<file path="src/rtl/singleportram_arbiter_if.sv">
// Requester-side bundle for the two-port single-port-RAM arbiter.
// The master modport is the requester side; the arbiter takes the slave modport.
interface singleportram_arbiter_if #(
  parameter int WIDTH = 32
);
  logic             req0;
  logic             req1;
  logic             we0;
  logic             we1;
  logic [31:0]      addr0;
  logic [31:0]      addr1;
  logic [WIDTH-1:0] wdata0;
  logic [WIDTH-1:0] wdata1;
  logic             gnt0;
  logic             gnt1;
  logic             rvalid0;
  logic             rvalid1;
  logic [WIDTH-1:0] rdata0;
  logic [WIDTH-1:0] rdata1;
  logic             err0;
  logic             err1;

  modport master (
    output req0, req1, we0, we1, addr0, addr1, wdata0, wdata1,
    input  gnt0, gnt1, rvalid0, rvalid1, rdata0, rdata1, err0, err1
  );

  modport slave (
    input  req0, req1, we0, we1, addr0, addr1, wdata0, wdata1,
    output gnt0, gnt1, rvalid0, rvalid1, rdata0, rdata1, err0, err1
  );
endinterface

</file>
<file path="src/rtl/singleportram_arbiter.sv">
// Round-robin arbiter with bounded bursts sharing one single-port RAM between two
// requesters; out-of-range accesses are blocked and answered with an error pulse.
module singleportram_arbiter #(
  parameter int WIDTH = 32,
  parameter int DEPTH = 10,
  parameter int WORDS = 1024,
  parameter int BURST = 4
) (
  input  logic                  clk,
  input  logic                  reset,
  singleportram_arbiter_if.slave bus,
  output logic [31:0]           ram_address,
  output logic [WIDTH-1:0]      ram_din,
  output logic                  ram_we,
  output logic                  ram_oe,
  input  logic [WIDTH-1:0]      ram_dout
);

  localparam int CW = (BURST < 1) ? 1 : $clog2(BURST + 1);
  localparam logic [CW-1:0] BURST_C = CW'(BURST);
  // Never address beyond what the RAM's address bits can reach.
  localparam logic [32:0] SPAN  = 33'(1) << DEPTH;
  localparam logic [32:0] LIMIT = (33'(WORDS) < SPAN) ? 33'(WORDS) : SPAN;

  typedef enum logic [1:0] {IDLE, OWN0, OWN1} state_t;

  state_t        state_q, state_d;
  logic [CW-1:0] cnt_q, cnt_d;
  logic          lp_q, lp_d;
  logic          rvalid0_q, rvalid1_q;
  logic          err0_q, err1_q;
  logic          zero_q;

  logic          gnt_any;
  logic          w;
  logic          owned;
  logic          owner;
  logic          req_own;
  logic          req_oth;
  logic          we_w;
  logic [31:0]   addr_w;
  logic          in_range;

  assign owned   = (state_q != IDLE);
  assign owner   = (state_q == OWN1);
  assign req_own = owner ? bus.req1 : bus.req0;
  assign req_oth = owner ? bus.req0 : bus.req1;
  assign gnt_any = reset & (bus.req0 | bus.req1);

  always_comb begin
    w       = 1'b0;
    state_d = IDLE;
    cnt_d   = '0;
    lp_d    = lp_q;
    if (owned) begin
      if (req_own && (cnt_q < BURST_C)) w = owner;
      else if (req_oth)                 w = ~owner;
      else                              w = owner;
    end else if (bus.req0 && bus.req1) begin
      w = ~lp_q;
    end else begin
      w = bus.req1;
    end
    if (gnt_any) begin
      state_d = w ? OWN1 : OWN0;
      lp_d    = w;
      cnt_d   = (owned && (w == owner) && (cnt_q < BURST_C)) ? cnt_q + CW'(1) : CW'(1);
    end
  end

  assign we_w     = w ? bus.we1 : bus.we0;
  assign addr_w   = w ? bus.addr1 : bus.addr0;
  assign in_range = ({1'b0, addr_w} < LIMIT);

  assign bus.gnt0  = gnt_any & ~w;
  assign bus.gnt1  = gnt_any & w;
  assign ram_address = gnt_any ? addr_w : '0;
  assign ram_din     = gnt_any ? (w ? bus.wdata1 : bus.wdata0) : '0;
  assign ram_we      = gnt_any & we_w & in_range;
  assign ram_oe      = gnt_any & ~we_w & in_range;

  always_ff @(posedge clk) begin
    if (!reset) begin
      state_q   <= IDLE;
      cnt_q     <= '0;
      lp_q      <= 1'b1;
      rvalid0_q <= 1'b0;
      rvalid1_q <= 1'b0;
      err0_q    <= 1'b0;
      err1_q    <= 1'b0;
      zero_q    <= 1'b0;
    end else begin
      state_q   <= state_d;
      cnt_q     <= cnt_d;
      lp_q      <= lp_d;
      rvalid0_q <= bus.gnt0 & ~we_w;
      rvalid1_q <= bus.gnt1 & ~we_w;
      err0_q    <= bus.gnt0 & ~in_range;
      err1_q    <= bus.gnt1 & ~in_range;
      zero_q    <= ~in_range;
    end
  end

  // Responses still in flight when reset is asserted are suppressed at the outputs.
  assign bus.rvalid0 = reset & rvalid0_q;
  assign bus.rvalid1 = reset & rvalid1_q;
  assign bus.err0    = reset & err0_q;
  assign bus.err1    = reset & err1_q;
  assign bus.rdata0  = (reset & rvalid0_q & ~zero_q) ? ram_dout : '0;
  assign bus.rdata1  = (reset & rvalid1_q & ~zero_q) ? ram_dout : '0;

endmodule
</file>
<file path="src/flat_wrapper.sv">
// flat-port wrapper written by rule: the top's interface ports become plain ports
module singleportram_arbiter_flat 
#(
  parameter int WIDTH = 32,
  parameter int DEPTH = 10,
  parameter int WORDS = 1024,
  parameter int BURST = 4
)
  (clk, reset, ram_address, ram_din, ram_we, ram_oe, ram_dout, bus_req0, bus_req1, bus_we0, bus_we1, bus_addr0, bus_addr1, bus_wdata0, bus_wdata1, bus_gnt0, bus_gnt1, bus_rvalid0, bus_rvalid1, bus_rdata0, bus_rdata1, bus_err0, bus_err1);
  singleportram_arbiter_if #(.WIDTH(WIDTH)) bus_i ();
  input  logic clk;
  input  logic reset;
  output logic [31:0] ram_address;
  output logic [WIDTH-1:0] ram_din;
  output logic ram_we;
  output logic ram_oe;
  input  logic [WIDTH-1:0] ram_dout;
  input wire logic [$bits(bus_i.req0)-1:0] bus_req0;
  input wire logic [$bits(bus_i.req1)-1:0] bus_req1;
  input wire logic [$bits(bus_i.we0)-1:0] bus_we0;
  input wire logic [$bits(bus_i.we1)-1:0] bus_we1;
  input wire logic [$bits(bus_i.addr0)-1:0] bus_addr0;
  input wire logic [$bits(bus_i.addr1)-1:0] bus_addr1;
  input wire logic [$bits(bus_i.wdata0)-1:0] bus_wdata0;
  input wire logic [$bits(bus_i.wdata1)-1:0] bus_wdata1;
  output wire logic [$bits(bus_i.gnt0)-1:0] bus_gnt0;
  output wire logic [$bits(bus_i.gnt1)-1:0] bus_gnt1;
  output wire logic [$bits(bus_i.rvalid0)-1:0] bus_rvalid0;
  output wire logic [$bits(bus_i.rvalid1)-1:0] bus_rvalid1;
  output wire logic [$bits(bus_i.rdata0)-1:0] bus_rdata0;
  output wire logic [$bits(bus_i.rdata1)-1:0] bus_rdata1;
  output wire logic [$bits(bus_i.err0)-1:0] bus_err0;
  output wire logic [$bits(bus_i.err1)-1:0] bus_err1;
  assign bus_i.req0 = bus_req0;
  assign bus_i.req1 = bus_req1;
  assign bus_i.we0 = bus_we0;
  assign bus_i.we1 = bus_we1;
  assign bus_i.addr0 = bus_addr0;
  assign bus_i.addr1 = bus_addr1;
  assign bus_i.wdata0 = bus_wdata0;
  assign bus_i.wdata1 = bus_wdata1;
  assign bus_gnt0 = bus_i.gnt0;
  assign bus_gnt1 = bus_i.gnt1;
  assign bus_rvalid0 = bus_i.rvalid0;
  assign bus_rvalid1 = bus_i.rvalid1;
  assign bus_rdata0 = bus_i.rdata0;
  assign bus_rdata1 = bus_i.rdata1;
  assign bus_err0 = bus_i.err0;
  assign bus_err1 = bus_i.err1;
  singleportram_arbiter #(.WIDTH(WIDTH), .DEPTH(DEPTH), .WORDS(WORDS), .BURST(BURST)) u_core (.clk(clk), .reset(reset), .bus(bus_i), .ram_address(ram_address), .ram_din(ram_din), .ram_we(ram_we), .ram_oe(ram_oe), .ram_dout(ram_dout));
endmodule
</file>
<file path="config.mk">
export PLATFORM = sky130hd
export DESIGN_NAME = singleportram_arbiter_flat
export DESIGN_NICKNAME = d
export VERILOG_FILES = /design/src/rtl/singleportram_arbiter_if.sv /design/src/rtl/singleportram_arbiter.sv /design/src/flat_wrapper.sv
export SDC_FILE = /design/constraint.sdc
export NUM_CORES = 1
export LEC_CHECK = 0
export CORE_AREA = 2 2 117 119
export DETAILED_ROUTE_END_ITERATION = 8
export DIE_AREA = 0 0 119 121
export SYNTH_ARGS = -nofsm -noshare
export SYNTH_HDL_FRONTEND = slang
export SYNTH_SLANG_ARGS = --single-unit
</file>
<file path="constraint.sdc">
create_clock -name clk -period 2.1 [get_ports clk]
set_clock_uncertainty 0.15 [all_clocks]
set_input_delay 0.42 -clock clk [delete_from_list [all_inputs] [get_ports clk]]
set_output_delay 0.42 -clock clk [all_outputs]
set_load 0.02 [all_outputs]
</file>
# Word level (Yosys, flattened, before mapping)
# Cells that the tools add are included.
# W data, S select, Z words.
dict set report totals {
  out_inout_bits 136
  elab_cells 60
  input_bits 166
  reg_bits 11
}
dict set report op_classes {
  n_mux 15
  bitwise_logic 24
  reduce_logical 7
  n_addsub 1
  eq_ne 2
  order_cmp 2
}
# op n
set ops {}
lappend ops {{$mux W32} 6}
lappend ops {{$lt A32 B11 Y1 const B} 1}
lappend ops {{$and A1 B1 Y1} 17}
lappend ops {{$mux W1} 8}
lappend ops {{$not A1 Y1} 6}
lappend ops {{$logic_and A1 B1 Y1} 4}
lappend ops {{$add A3 B1 Y3 const B} 1}
lappend ops {{$lt A3 B3 Y1 const B} 1}
lappend ops {{$reduce_and A3 Y1} 1}
lappend ops {{$eq A2 B2 Y1 const B} 1}
lappend ops {{$mux W2} 1}
lappend ops {{$reduce_and A2 Y1} 1}
lappend ops {{$reduce_bool A2 Y1} 1}
lappend ops {{$eq A1 B1 Y1} 1}
lappend ops {{$or A1 B1 Y1} 1}

# Longest topological paths before layout
# Gate-level depths: netlist (run 1).
dict set report logic_depth {
  ltp_word 9
  depth_mapped 7
  mapped_depth_nobuf 5
}

# Worst setup path after synthesis (run 1)
# No wires, ideal clock.
dict set report synth_timing {
  kind {register -> output}
  from {register u_core.state_q[1]}
  to {output port ram_we}
  arrival_time_ns 1.778
  path_slack_ns -0.248
  required_time_ns 1.530
  n_path_buf 1
  stages_incl_launch_ff 7
  cell_sequence {dfxtp_1 mux2i_1 nand3b_1 and3_1 clkbuf_1 or4b_1 a21oi_1}
}
dict set report synth_via {
  elab_chain_len 8
  word_cells_on_any_way 14
  cone_classes {order compare: 1; eq/ne: 1; mux: 7; bitwise: 3; reduce/logical: 2}
}
# item line_no
set synth_rtl {}
lappend synth_rtl {{from (decl)} singleportram_arbiter.sv:27} ;# state_t state_q, state_d;
lappend synth_rtl {{from (signal assigned)} singleportram_arbiter.sv:93} ;# state_q <= state_d;
lappend synth_rtl {{$eq A2 B2 Y1} singleportram_arbiter.sv:45} ;# assign owner = (state_q == OWN1);
lappend synth_rtl {{$mux W1 (tied with other cells)} singleportram_arbiter.sv:47} ;# assign req_oth = owner ? bus.req0 : bus.req1;
lappend synth_rtl {{$mux W1 or $logic_and A1 B1 Y1 (tied branches)} {singleportram_arbiter.sv:57, singleportram_arbiter.sv:56}}
lappend synth_rtl {{$mux W1} singleportram_arbiter.sv:56} ;# if (req_own && (cnt_q < BURST_C)) w = owner;
lappend synth_rtl {{$mux W1 *} singleportram_arbiter.sv:55} ;# if (owned) begin
lappend synth_rtl {{$mux W32 or $mux W1 (tied branches)} {singleportram_arbiter.sv:72, singleportram_arbiter.sv:71}}
lappend synth_rtl {{$lt A32 B11 Y1 or $and A1 B1 Y1 (tied branches)} {singleportram_arbiter.sv:73, singleportram_arbiter.sv:79}}
lappend synth_rtl {{$and A1 B1 Y1 *} singleportram_arbiter.sv:79} ;# assign ram_we = gnt_any & we_w & in_range;
lappend synth_rtl {{to (decl)} flat_wrapper.sv:15} ;# output logic ram_we;
# Mark *: on every way between the ends. The rest lies on a longest branch, timed or not.

# Worst setup path after layout (run 1)
dict set report layout_timing {
  from {register u_core.state_q[0]}
  to {output port ram_we}
}
# The elaborated chain is that of the path after synthesis.

==> results of run 1 <==
routing by layer:
layer	wire (um)	GRT usage, %
met1	6040	21.2
met2	8890	38.8
met3	1170	4.09
met4	356	6.40
met5	0	0
flip-flops by register name (all words and copies together) (netlist names):
| signal | flops |
|---|---|
| u_core.err1_q | 1 |
| u_core.zero_q | 1 |
| u_core.err0_q | 1 |
| u_core.cnt_q | 3 |
| u_core.lp_q | 1 |
| u_core.rvalid0_q | 1 |
| u_core.state_q | 2 |
| u_core.rvalid1_q | 1 |
worst max-delay path by stage:
stage                 startpoint      to  slack [ns]  cells after the start
6_report       u_core.state_q[0]  ram_we       -0.49                      7
5_1_grt            bus_addr1[18]  ram_we       -0.55                      8
4_1_cts            bus_addr1[15]  ram_we       -0.60                      8
3_5_place_dp       bus_addr0[24]  ram_oe       -1.12                      8
3_3_place_gp       bus_addr1[24]  ram_oe       -1.09                      8
2_1_floorplan  u_core.state_q[1]  ram_we       -0.04                      6
through the flow:
stage          hold slack [ns]  setup slack, ns  cells  utilization [%]  setup TNS [ns]
2_1_floorplan            0.265          -0.0392    359                -         -0.0392
3_3_place_gp             0.273            -1.09    848             43.2         -108.28
3_5_place_dp             0.286            -1.12    848             43.2         -110.92
4_1_cts                  0.292           -0.603    909             51.0          -26.28
5_1_grt                  0.336           -0.547    920             56.2          -28.28
6_report                 0.289           -0.489    920             56.2          -24.20
where the power goes:
group | leakage (nW) | internal, W | switching (W)
registers | 0.0915 | 0.000224 | 0.00000803
logic | 3.42 | 0.00107 | 0.000909
clock network | 0.0382 | 0.000254 | 0.0000897
logic make-up (layout without fill, tap and decap cells):
logic type | after synthesis | count (layout) | synth area share (%)
other | 0 | 1 | 0
multiplexers | 1 | 1 | 0.531
adder cells (fa/ha/maj) | 1 | 1 | 0.663
buffers and inverters | 31 | 415 | 6.23
AO/OA/AOI/OAI | 72 | 72 | 19.3
AND/OR/NAND/NOR | 243 | 243 | 61.6
flip-flops | 11 | 11 | 11.7
placed cells by master, fill, tap and decap left out, types with 8 or more instances in the layout:
cell type | netlist | routed
sky130_fd_sc_hd__a21oi_2 | 0 | 53
sky130_fd_sc_hd__a21oi_4 | 0 | 13
sky130_fd_sc_hd__and2_1 | 68 | 67
sky130_fd_sc_hd__buf_12 | 0 | 18
sky130_fd_sc_hd__buf_2 | 1 | 67
sky130_fd_sc_hd__buf_4 | 0 | 61
sky130_fd_sc_hd__buf_6 | 0 | 82
sky130_fd_sc_hd__buf_8 | 0 | 8
sky130_fd_sc_hd__clkbuf_2 | 0 | 14
sky130_fd_sc_hd__clkdlybuf4s50_1 | 0 | 123
sky130_fd_sc_hd__dfxtp_1 | 11 | 9
sky130_fd_sc_hd__dlymetal6s2s_1 | 0 | 13
sky130_fd_sc_hd__nand2_1 | 132 | 17
sky130_fd_sc_hd__nand2_2 | 0 | 43
sky130_fd_sc_hd__nand2_4 | 0 | 72
timing repair:
item	CTS	global route
endpoints found under the setup margin	137	70
cloned	15	5
resized for setup	855	210
setup buffers	43	14
endpoints found under the hold margin	0	0
pin swaps	36	127
final cells by class:
class	count	area [sq um]	share of cell area, %
Sequential cell	11	223	3.03
Antenna cell	1	2.50	0.0340
Clock buffer	4	78.8	1.07
Timing Repair Buffer	409	4100	55.7
Inverter	2	7.51	0.102
Tap cell	176	220	2.99
Multi-Input combinational cell	317	2730	37.1
==> PnR_summary.wiki, run 1 <==
{| class="wikitable"
! Metric !! Value
|-
| Length in cells of the worst reg-to-reg path || 11
|-
| Initial antenna violation count || 1
|-
| Post-synthesis area per instance || approximately 5.3 sq um
|-
| Required time reported for the critical path endpoint || 1.53 ns
|-
| Floorplan die width || 119 um
|-
| Buffers plus inverters on the worst setup path || 3
|-
| Power Density || 347 nW/um^2
|-
| Hold endpoint || u_core.cnt_q[0]
|-
| Die Area || 14400 sq um
|-
| Leading cell type by number of instances after synthesis || sky130_fd_sc_hd__nand2_1
|-
| CTS HTree Levels || 1
|-
| Critical path type || reg -> out
|-
| Setup repair after global routing missed its margin || yes
|-
| Number of max-cap violations || 0
|-
| Worst Setup Slack, final || -0.489 ns
|-
| FF-to-FF setup slack || 0.14 ns
|-
| DRC violation count after routing || 0
|-
| Number of rows in the core area || between 40 and 50
|-
| Grt total ovfl || 0
|-
| Worst slew margin || 71.5%
|-
| Vertical die dimension || around 120 um
|-
| Synth Warn # || 0
|-
| Proportion of layout cells with a drive suffix above 1 || roughly 64%
|-
| Highest ir drop seen on vdd || 0.163 mV
|-
| Detail Placement HPWL || 10200 um
|-
| Length of the first detailed-routing pass in iterations || 4
|-
| Cell area after layout || 7360 sq um
|-
| Wire length of the first global-routing pass || 22700 um
|-
| Layout net count || just over 900
|-
| Area contributors post-synth || sky130_fd_sc_hd__nand2_1 26%, sky130_fd_sc_hd__and2_1 23%, sky130_fd_sc_hd__a21oi_1 18%, sky130_fd_sc_hd__dfxtp_1 12%, sky130_fd_sc_hd__clkbuf_1 5.6%
|-
| Overall fraction of global-route tracks in use || approximately a fifth
|-
| Final routed wirelength across all metal layers || roughly 16000 um
|-
| Post-synthesis cell area || approximately 1900 sq um
|-
| Number of DRC markers in iteration 0 || about 100
|-
| Number of stages on the worst hold path || 1
|-
| Post-detailed-route via-to-cell ratio || 4.50
|-
| Core area || between 10000 and 15000 sq um
|-
| Final-report hold violation count || 0
|-
| Starting density of the core || 14.4%
|-
| Critical-path cell with the highest stage delay || sky130_fd_sc_hd__or4b_4
|-
| Launch instance of the worst min-delay path || u_core.cnt_q[0]
|-
| Run status || complete, but fails checks
|-
| Reg2reg start || u_core.state_q[1]
|-
| Final period util || 123%
|-
| CP endpoint kind || output port
|-
| Reg-to-Reg End || u_core.lp_q
|-
| Final Wtd Congestion || 0.849
|-
| Largest stage delay, worst path || 0.49 ns
|-
| Setup Viol. Count Final || 67
|-
| Wire length per cell after detailed routing || 17.9 um
|-
| Clock buffers created by TritonCTS || 3
|-
| Distinct cell type count after synthesis || 22
|-
| Class of the tightest hold or removal check || reg -> reg
|-
| FILL cells || 1154
|-
| Final critical delay including setup and external delays || 2.59 ns
|-
| Number of nets with antenna violations after routing || 0
|-
| Violations in the final reports || negative setup slack
|-
| Clock Root Buffer || sky130_fd_sc_hd__clkbuf_16
|-
| Overall power after layout || 0.00255 W
|-
| Register area share after synthesis || 11.7%
|-
| Area growth from synthesis to layout || 290%
|-
| Worst Max-Slew Pin Slew || 0.425 ns
|-
| Clock Tree Buf Depth || 2
|-
| Maximum number of pins on one net before global-route repair || 38
|-
| Max-slew violations || 0
|-
| Syn Nets || 526
|-
| Top Family by Delay on Critical Path || simple AND/OR/NAND/NOR gates
|-
| Synth top area share || a little over a quarter
|-
| Clock latency at the later pin of the worst-skew pair || 0.24 ns
|-
| Leakage power || 3.55 nW
|-
| Synth cell count leaders || 132 x sky130_fd_sc_hd__nand2_1, 68 x sky130_fd_sc_hd__a21oi_1, 68 x sky130_fd_sc_hd__and2_1
|-
| Top flip-flop cell by instance count after synthesis || sky130_fd_sc_hd__dfxtp_1
|-
| Port-buffer cells || 301
|-
| Arrival time at the worst endpoint || just over 2 ns
|-
| Overall via count from detail_route || 4137
|-
| Total number of clock tree sinks || 11
|-
| Clock tree from TritonCTS || built
|-
| Post-synth top area cell || sky130_fd_sc_hd__nand2_1
|-
| Post-place instance area || 5660 sq um
|-
| Achievable clock frequency || 386 MHz
|-
| Clock transition time at the flip-flop clock pins of the worst setup and hold paths || 0.04 ns
|-
| Largest fanout on the critical path || 4
|-
| Number of top-level design ports || between 300 and 400
|-
| Number of enable-type register cells in the synthesized netlist || 0
|-
| Critical Path Source Type || flip-flop
|-
| Number of cells produced by synthesis || roughly 360
|-
| Post-synthesis register bit count || 11
|-
| Cells along the critical path || buf_4 > nand3_1 > and3_4 > buf_12 > or4b_4 > a21oi_4 > buf_6
|-
| Number of global-route vias before repair || roughly 4.3k
|-
| Number of hold buffers added after cts || 0
|-
| Ys async rst share || 0%
|}
(Power assumes the default switching activity.)
==> run 2: changes to the inputs <==
--- a/config.mk
+++ b/config.mk
@@ -8,6 +8,7 @@
 export CORE_AREA = 2 2 117 119
 export DETAILED_ROUTE_END_ITERATION = 8
 export DIE_AREA = 0 0 119 121
+export SETUP_SLACK_MARGIN = 0.02
 export SYNTH_ARGS = -nofsm -noshare
 export SYNTH_HDL_FRONTEND = slang
 export SYNTH_SLANG_ARGS = --single-unit
==> PnR_summary.wiki, run 2 (synthesis gave the netlist of run 1 again) <==
{| class="wikitable"
! Metric !! Value
|-
| Clock Tree Buf Depth || 2
|-
| Final period util || 126%
|-
| Final routed wirelength across all metal layers || ~17000 um
|-
| Run status || complete, but fails checks
|-
| Floorplan die width || roughly 120 um
|-
| Critical path type || reg -> out
|-
| Power Density || around 340 nW/um^2
|-
| Setup repair after global routing missed its margin || yes
|-
| CP Launch Point || u_core.state_q[1]
|-
| Critical-path cell with the highest stage delay || sky130_fd_sc_hd__dfxtp_2
|-
| Number of max-cap violations || 0
|-
| Detail Placement HPWL || 10100 um
|-
| Maximum number of pins on one net before global-route repair || 42
|-
| FF-to-FF setup slack || 0.19 ns
|-
| Clock latency at the later pin of the worst-skew pair || 0.24 ns
|-
| Vertical die dimension || 121 um
|-
| Worst slew margin || 77.8%
|-
| Layout net count || 911
|-
| Die Area || 14400 sq um
|-
| Length in cells of the worst reg-to-reg path || 11
|-
| Core area || 13100 sq um
|-
| Proportion of layout cells with a drive suffix above 1 || 60.2%
|-
| Total number of clock tree sinks || 11
|-
| Number of top-level design ports || 302
|-
| Critical path's most frequent cell || sky130_fd_sc_hd__buf_6
|-
| Post-detailed-route via-to-cell ratio || 4.47
|-
| Area growth from synthesis to layout || 280%
|-
| Wire length per cell after detailed routing || 18.0 um
|-
| Number of hold buffers added after cts || 0
|-
| Required time reported for the critical path endpoint || 1.53 ns
|-
| Grt total ovfl || 0
|-
| Final critical delay including setup and external delays || 2.64 ns
|-
| Top Family by Delay on Critical Path || buffers and inverters
|-
| Worst Max-Slew Pin Slew || 0.333 ns
|-
| Clock buffers created by TritonCTS || 3
|-
| Leakage power || 3.33 nW
|-
| Reg-to-Reg End || u_core.lp_q
|-
| Class of the tightest hold or removal check || reg -> reg
|-
| Flip-flop count of the largest register after layout || 3
|-
| Worst Setup EP || ram_address[3]
|-
| Worst Setup Slack, final || -0.539 ns
|-
| Final antenna diode count || 0
|-
| Largest fanout on the critical path || 6
|-
| Port-buffer cells || 301
|-
| Number of rows in the core area || 42
|-
| Number of DRC markers in iteration 0 || 119
|-
| Number of nets with antenna violations after routing || 0
|-
| CTS HTree Levels || 1
|-
| Highest ir drop seen on vdd || 0.198 mV
|-
| Cells along the critical path || mux2i_1 > nand3b_1 > buf_4 > buf_6 > nand3_4 > buf_6 > buf_8 > buf_12 > nand2_2 > a21oi_4 > buf_6
|-
| CP endpoint kind || output port
|-
| Length of the first detailed-routing pass in iterations || 4
|-
| Largest reg by FF count || u_core.cnt_q
|-
| Violations in the final reports || negative setup slack
|-
| Crit path depth || 11
|-
| Arrival time at the worst endpoint || 2.07 ns
|-
| FILL cells || 1189
|-
| Commonest non-fill, non-tap cell in the layout || sky130_fd_sc_hd__clkdlybuf4s50_1
|-
| Number of global-route vias before repair || 4087
|-
| Final Wtd Congestion || between 0.7 and 0.8
|-
| Clock transition time at the flip-flop clock pins of the worst setup and hold paths || 0.04 ns
|-
| Achievable clock frequency || 379 MHz
|-
| Critical Path Source Type || flip-flop
|-
| Clock Root Buffer || sky130_fd_sc_hd__clkbuf_16
|-
| Highest-count cells in the layout ignoring fill and taps || 126 x sky130_fd_sc_hd__clkdlybuf4s50_1, 86 x sky130_fd_sc_hd__buf_6, 71 x sky130_fd_sc_hd__buf_4, 58 x sky130_fd_sc_hd__and2_1, 56 x sky130_fd_sc_hd__a21oi_2
|-
| Buffers plus inverters on the worst setup path || 6
|-
| Wire length of the first global-routing pass || 22000 um
|-
| Largest stage delay, worst path || 0.36 ns
|-
| Initial antenna violation count || 0
|-
| DRC violation count after routing || 0
|-
| Final-report hold violation count || 0
|-
| Overall fraction of global-route tracks in use || approximately 19%
|-
| Overall via count from detail_route || a little over 4k
|-
| Largest registers || u_core.cnt_q x3, u_core.state_q x2
|-
| Setup Viol. Count Final || 71
|-
| Max-slew violations || 0
|-
| Starting density of the core || roughly 14%
|-
| Total negative slack for setup checks || -30.58 ns
|-
| Clock tree from TritonCTS || built
|-
| Overall power after layout || 0.00243 W
|-
| Reg2reg start || u_core.state_q[1]
|}
-- run 2: metal layers --
layer,vias to the layer above,routed length (um),global-route usage [%]
met5,-,0,0
met4,0,307,4.69
met3,27,1150,3.62
met2,205,8770,37.9
met1,1921,6290,21.5
li1,1953,-,-
-- run 2: where the power goes --
group / switching, W / internal [W]
sequential: 0.00000979 / 0.000223
combinational: 0.000854 / 0.00100
clock: 0.0000901 / 0.000254
-- run 2: through the flow --
step / instance area, sq um / std cells / setup slack, ns / hold WS, ns / util (%)
floorplan: 2120 / 359 / -0.0392 / 0.265 / -
global placement: 5570 / 839 / -1.10 / 0.274 / 42.6
detailed placement: 5570 / 839 / -1.06 / 0.293 / 42.6
CTS: 6330 / 903 / -0.492 / 0.300 / 48.4
global route: 7170 / 919 / -0.598 / 0.312 / 54.8
finish: 7170 / 919 / -0.539 / 0.306 / 54.8
-- run 2: cell type report --
class	instances	area, sq um	share of cell area, %
repair buffers	409	4100	57.2
multi-input cells	317	2540	35.4
flip-flops and latches	11	228	3.18
well taps	176	220	3.07
clock buffers	4	78.8	1.10
inverters	2	7.51	0.105
-- run 2: worst min-delay path by stage --
stage                 endpoint            start  slack, ns  cells past startpoint
6_report       u_core.cnt_q[0]  u_core.cnt_q[0]       0.31                      1
4_1_cts        u_core.cnt_q[0]  u_core.cnt_q[0]       0.30                      1
3_5_place_dp   u_core.cnt_q[0]  u_core.cnt_q[0]       0.29                      1
3_3_place_gp   u_core.cnt_q[0]  u_core.cnt_q[0]       0.27                      1
5_1_grt        u_core.cnt_q[0]  u_core.cnt_q[0]       0.31                      1
2_1_floorplan  u_core.cnt_q[0]  u_core.cnt_q[0]       0.27                      1
-- run 2: repair_timing --
action | in CTS | in global routing
cloned | 15 | 7
gates resized for setup | 777 | 212
endpoints found under the setup margin | 137 | 84
setup buffers | 47 | 17
hold endpoints to repair | 0 | 0
pin swaps | 31 | 103
==> run 3: changes to the inputs <==
--- a/config.mk
+++ b/config.mk
@@ -6,6 +6,7 @@
 export NUM_CORES = 1
 export LEC_CHECK = 0
 export CORE_AREA = 2 2 117 119
+export CTS_BUF_LIST = sky130_fd_sc_hd__clkbuf_16
 export DETAILED_ROUTE_END_ITERATION = 8
 export DIE_AREA = 0 0 119 121
 export SETUP_SLACK_MARGIN = 0.02
==> PnR_summary.wiki, run 3 (synthesis gave the netlist of run 1 again) <==
{| class="wikitable"
! Metric !! Value
|-
| Number of top-level design ports || 302
|-
| Number of rows in the core area || 42
|-
| Worst Setup EP || ram_address[3]
|-
| Wire length of the first global-routing pass || 22000 um
|-
| CP Launch Point || u_core.state_q[1]
|-
| Number of nets with antenna violations after routing || 0
|-
| Required time reported for the critical path endpoint || 1.53 ns
|-
| CP endpoint kind || output port
|-
| Post-placement worst setup slack || -1.06 ns
|-
| Clock Root Buffer || sky130_fd_sc_hd__clkbuf_16
|-
| Power Density || 339 nW/um^2
|-
| Worst Max-Slew Pin Slew || 0.333 ns
|-
| Detail Placement HPWL || 10100 um
|-
| Critical Path Source Type || flip-flop
|-
| Violations in the final reports || negative setup slack
|-
| Final critical delay including setup and external delays || 2.64 ns
|-
| Highest ir drop seen on vdd || 0.198 mV
|-
| Layout net count || 911
|-
| Largest fanout on the critical path || 6
|-
| Initial antenna violation count || 0
|-
| CTS HTree Levels || 1
|-
| Final period util || 126%
|-
| Length in cells of the worst reg-to-reg path || 11
|-
| FF-to-FF setup slack || 0.19 ns
|-
| Flip-flop count of the largest register after layout || 3
|-
| Number of hold buffers added after cts || 0
|-
| Switch Pwr || 0.000955 W
|-
| Worst Hold Margin || 0.306 ns
|-
| Max-slew violations || 0
|-
| Setup Viol. Count Final || 71
|-
| Maximum number of pins on one net before global-route repair || 42
|-
| Length of the first detailed-routing pass in iterations || 4
|-
| Clock network power share || between 10% and 20%
|-
| DRC violation count after routing || 0
|-
| Final-report hold violation count || 0
|-
| Port-buffer cells || 301
|-
| Leakage power || 3.34 nW
|-
| Proportion of layout cells with a drive suffix above 1 || approximately 60%
|-
| Number of DRC markers in iteration 0 || 119
|-
| Critical path type || reg -> out
|-
| Post-detailed-route via-to-cell ratio || 4.46
|-
| Final Wtd Congestion || 0.782
|-
| Worst slew margin || just under 80%
|-
| Grt total ovfl || 0
|-
| Area growth from synthesis to layout || 280%
|-
| Arrival time at the worst endpoint || 2.07 ns
|-
| Floorplan die width || 119 um
|-
| Number of global-route vias before repair || 4087
|-
| Post-placement cell count || 839
|-
| Worst Setup Slack, final || -0.540 ns
|-
| Met2 Routed Length || ~8800 um
|-
| Proportion of power drawn by combinational gates || 76.4%
|-
| Reg-to-Reg End || u_core.lp_q
|-
| Achievable clock frequency || between 300 and 400 MHz
|-
| Largest registers || u_core.cnt_q x3, u_core.state_q x2
|-
| Highest-count cells in the layout ignoring fill and taps || 126 x sky130_fd_sc_hd__clkdlybuf4s50_1, 86 x sky130_fd_sc_hd__buf_6, 71 x sky130_fd_sc_hd__buf_4, 58 x sky130_fd_sc_hd__and2_1, 56 x sky130_fd_sc_hd__a21oi_2
|-
| Setup repair after global routing missed its margin || yes
|-
| Clock latency at the later pin of the worst-skew pair || 0.24 ns
|-
| Overall power after layout || 0.00243 W
|-
| Die Area || approximately 14000 sq um
|-
| Commonest non-fill, non-tap cell in the layout || sky130_fd_sc_hd__clkdlybuf4s50_1
|-
| Highest metal used || met4
|-
| Largest reg by FF count || u_core.cnt_q
|-
| Switching part of the total power || between 30% and 40%
|-
| Clock buffers created by TritonCTS || 3
|-
| Starting density of the core || 14.4%
|-
| Clock tree from TritonCTS || built
|-
| Run status || complete, but fails checks
|-
| Core area || 13100 sq um
|-
| Total routed wire length on the met1 layer || 6310 um
|-
| Power share of the sequential group || a little under a tenth
|-
| Class of the tightest hold or removal check || reg -> reg
|-
| Final routed wirelength across all metal layers || approximately 17000 um
|-
| Number of stages on the worst hold path || 1
|-
| Final antenna diode count || 0
|-
| Met3 wire length || 1140 um
|-
| Internal power of the cells || ~0.0015 W
|-
| Overall fraction of global-route tracks in use || 19.4%
|-
| Number of max-cap violations || 0
|-
| Overall via count from detail_route || roughly 4k
|-
| Wire length per cell after detailed routing || 18.0 um
|-
| Total number of clock tree sinks || 11
|-
| Clock Tree Buf Depth || 2
|-
| Vertical die dimension || 121 um
|-
| Reg2reg start || u_core.state_q[1]
|-
| Clock transition time at the flip-flop clock pins of the worst setup and hold paths || 0.04 ns
|-
| Count of non-filler cells in the finished layout || 919
|-
| Utilization of the core after routing || 54.8%
|}
[run 3: through the flow]
step | instance area, sq um | setup TNS, ns
floorplan | 2120 | -0.0392
detailed placement | 5570 | -112.25
global placement | 5570 | -109.06
global route | 7170 | -34.82
CTS | 6330 | -19.58
finish | 7170 | -30.59
[run 3: worst min path at each step]
stage	startpoint	to
after floorplan	u_core.cnt_q[0]	u_core.cnt_q[0]
after global placement	u_core.cnt_q[0]	u_core.cnt_q[0]
after detailed placement	u_core.cnt_q[0]	u_core.cnt_q[0]
after CTS	u_core.cnt_q[0]	u_core.cnt_q[0]
after global routing	u_core.cnt_q[0]	u_core.cnt_q[0]
final	u_core.cnt_q[0]	u_core.cnt_q[0]
[run 3: power groups by stage]
stage | clock network [W] | logic, W | registers, W
floorplan | 0 | 0.000488 | 0.000231
global placement | 0 | 0.00117 | 0.000233
detailed placement | 0 | 0.00118 | 0.000233
CTS | 0.000339 | 0.00156 | 0.000231
global route | 0.000355 | 0.00194 | 0.000234
finish | 0.000341 | 0.00185 | 0.000233
[run 3: worst max-delay path, stage by stage, from the launching register on]
cell	delay (ns)
sky130_fd_sc_hd__dfxtp_2	0.36
sky130_fd_sc_hd__mux2i_1	0.19
sky130_fd_sc_hd__nand3b_1	0.13
sky130_fd_sc_hd__buf_4	0.16
sky130_fd_sc_hd__buf_6	0.11
sky130_fd_sc_hd__nand3_4	0.10
sky130_fd_sc_hd__buf_6	0.12
sky130_fd_sc_hd__buf_8	0.12
sky130_fd_sc_hd__buf_12	0.15
sky130_fd_sc_hd__nand2_2	0.07
sky130_fd_sc_hd__a21oi_4	0.17
sky130_fd_sc_hd__buf_6	0.14
[run 3: layer usage]
layer,up-vias,track usage (%)
met5,-,0
met1,1914,21.5
met3,27,3.62
li1,1954,-
met4,0,4.69
met2,203,37.9
[run 3: final cells by class]
class                           count  area, sq um
Inverter                            2         7.51
Timing Repair Buffer              409         4100
Clock buffer                        3         75.1
Fill cell                        1189         5920
Sequential cell                    11          228
Tap cell                          176          220
Multi-Input combinational cell    317         2540
Clock inverter                      1         3.75
[run 3: repair_timing]
action / 4_1_cts / 5_1_grt
setup buffers: 47 / 17
endpoints found under the setup margin: 137 / 84
cloned: 15 / 7
pin swaps: 31 / 103
gates resized for setup: 777 / 212
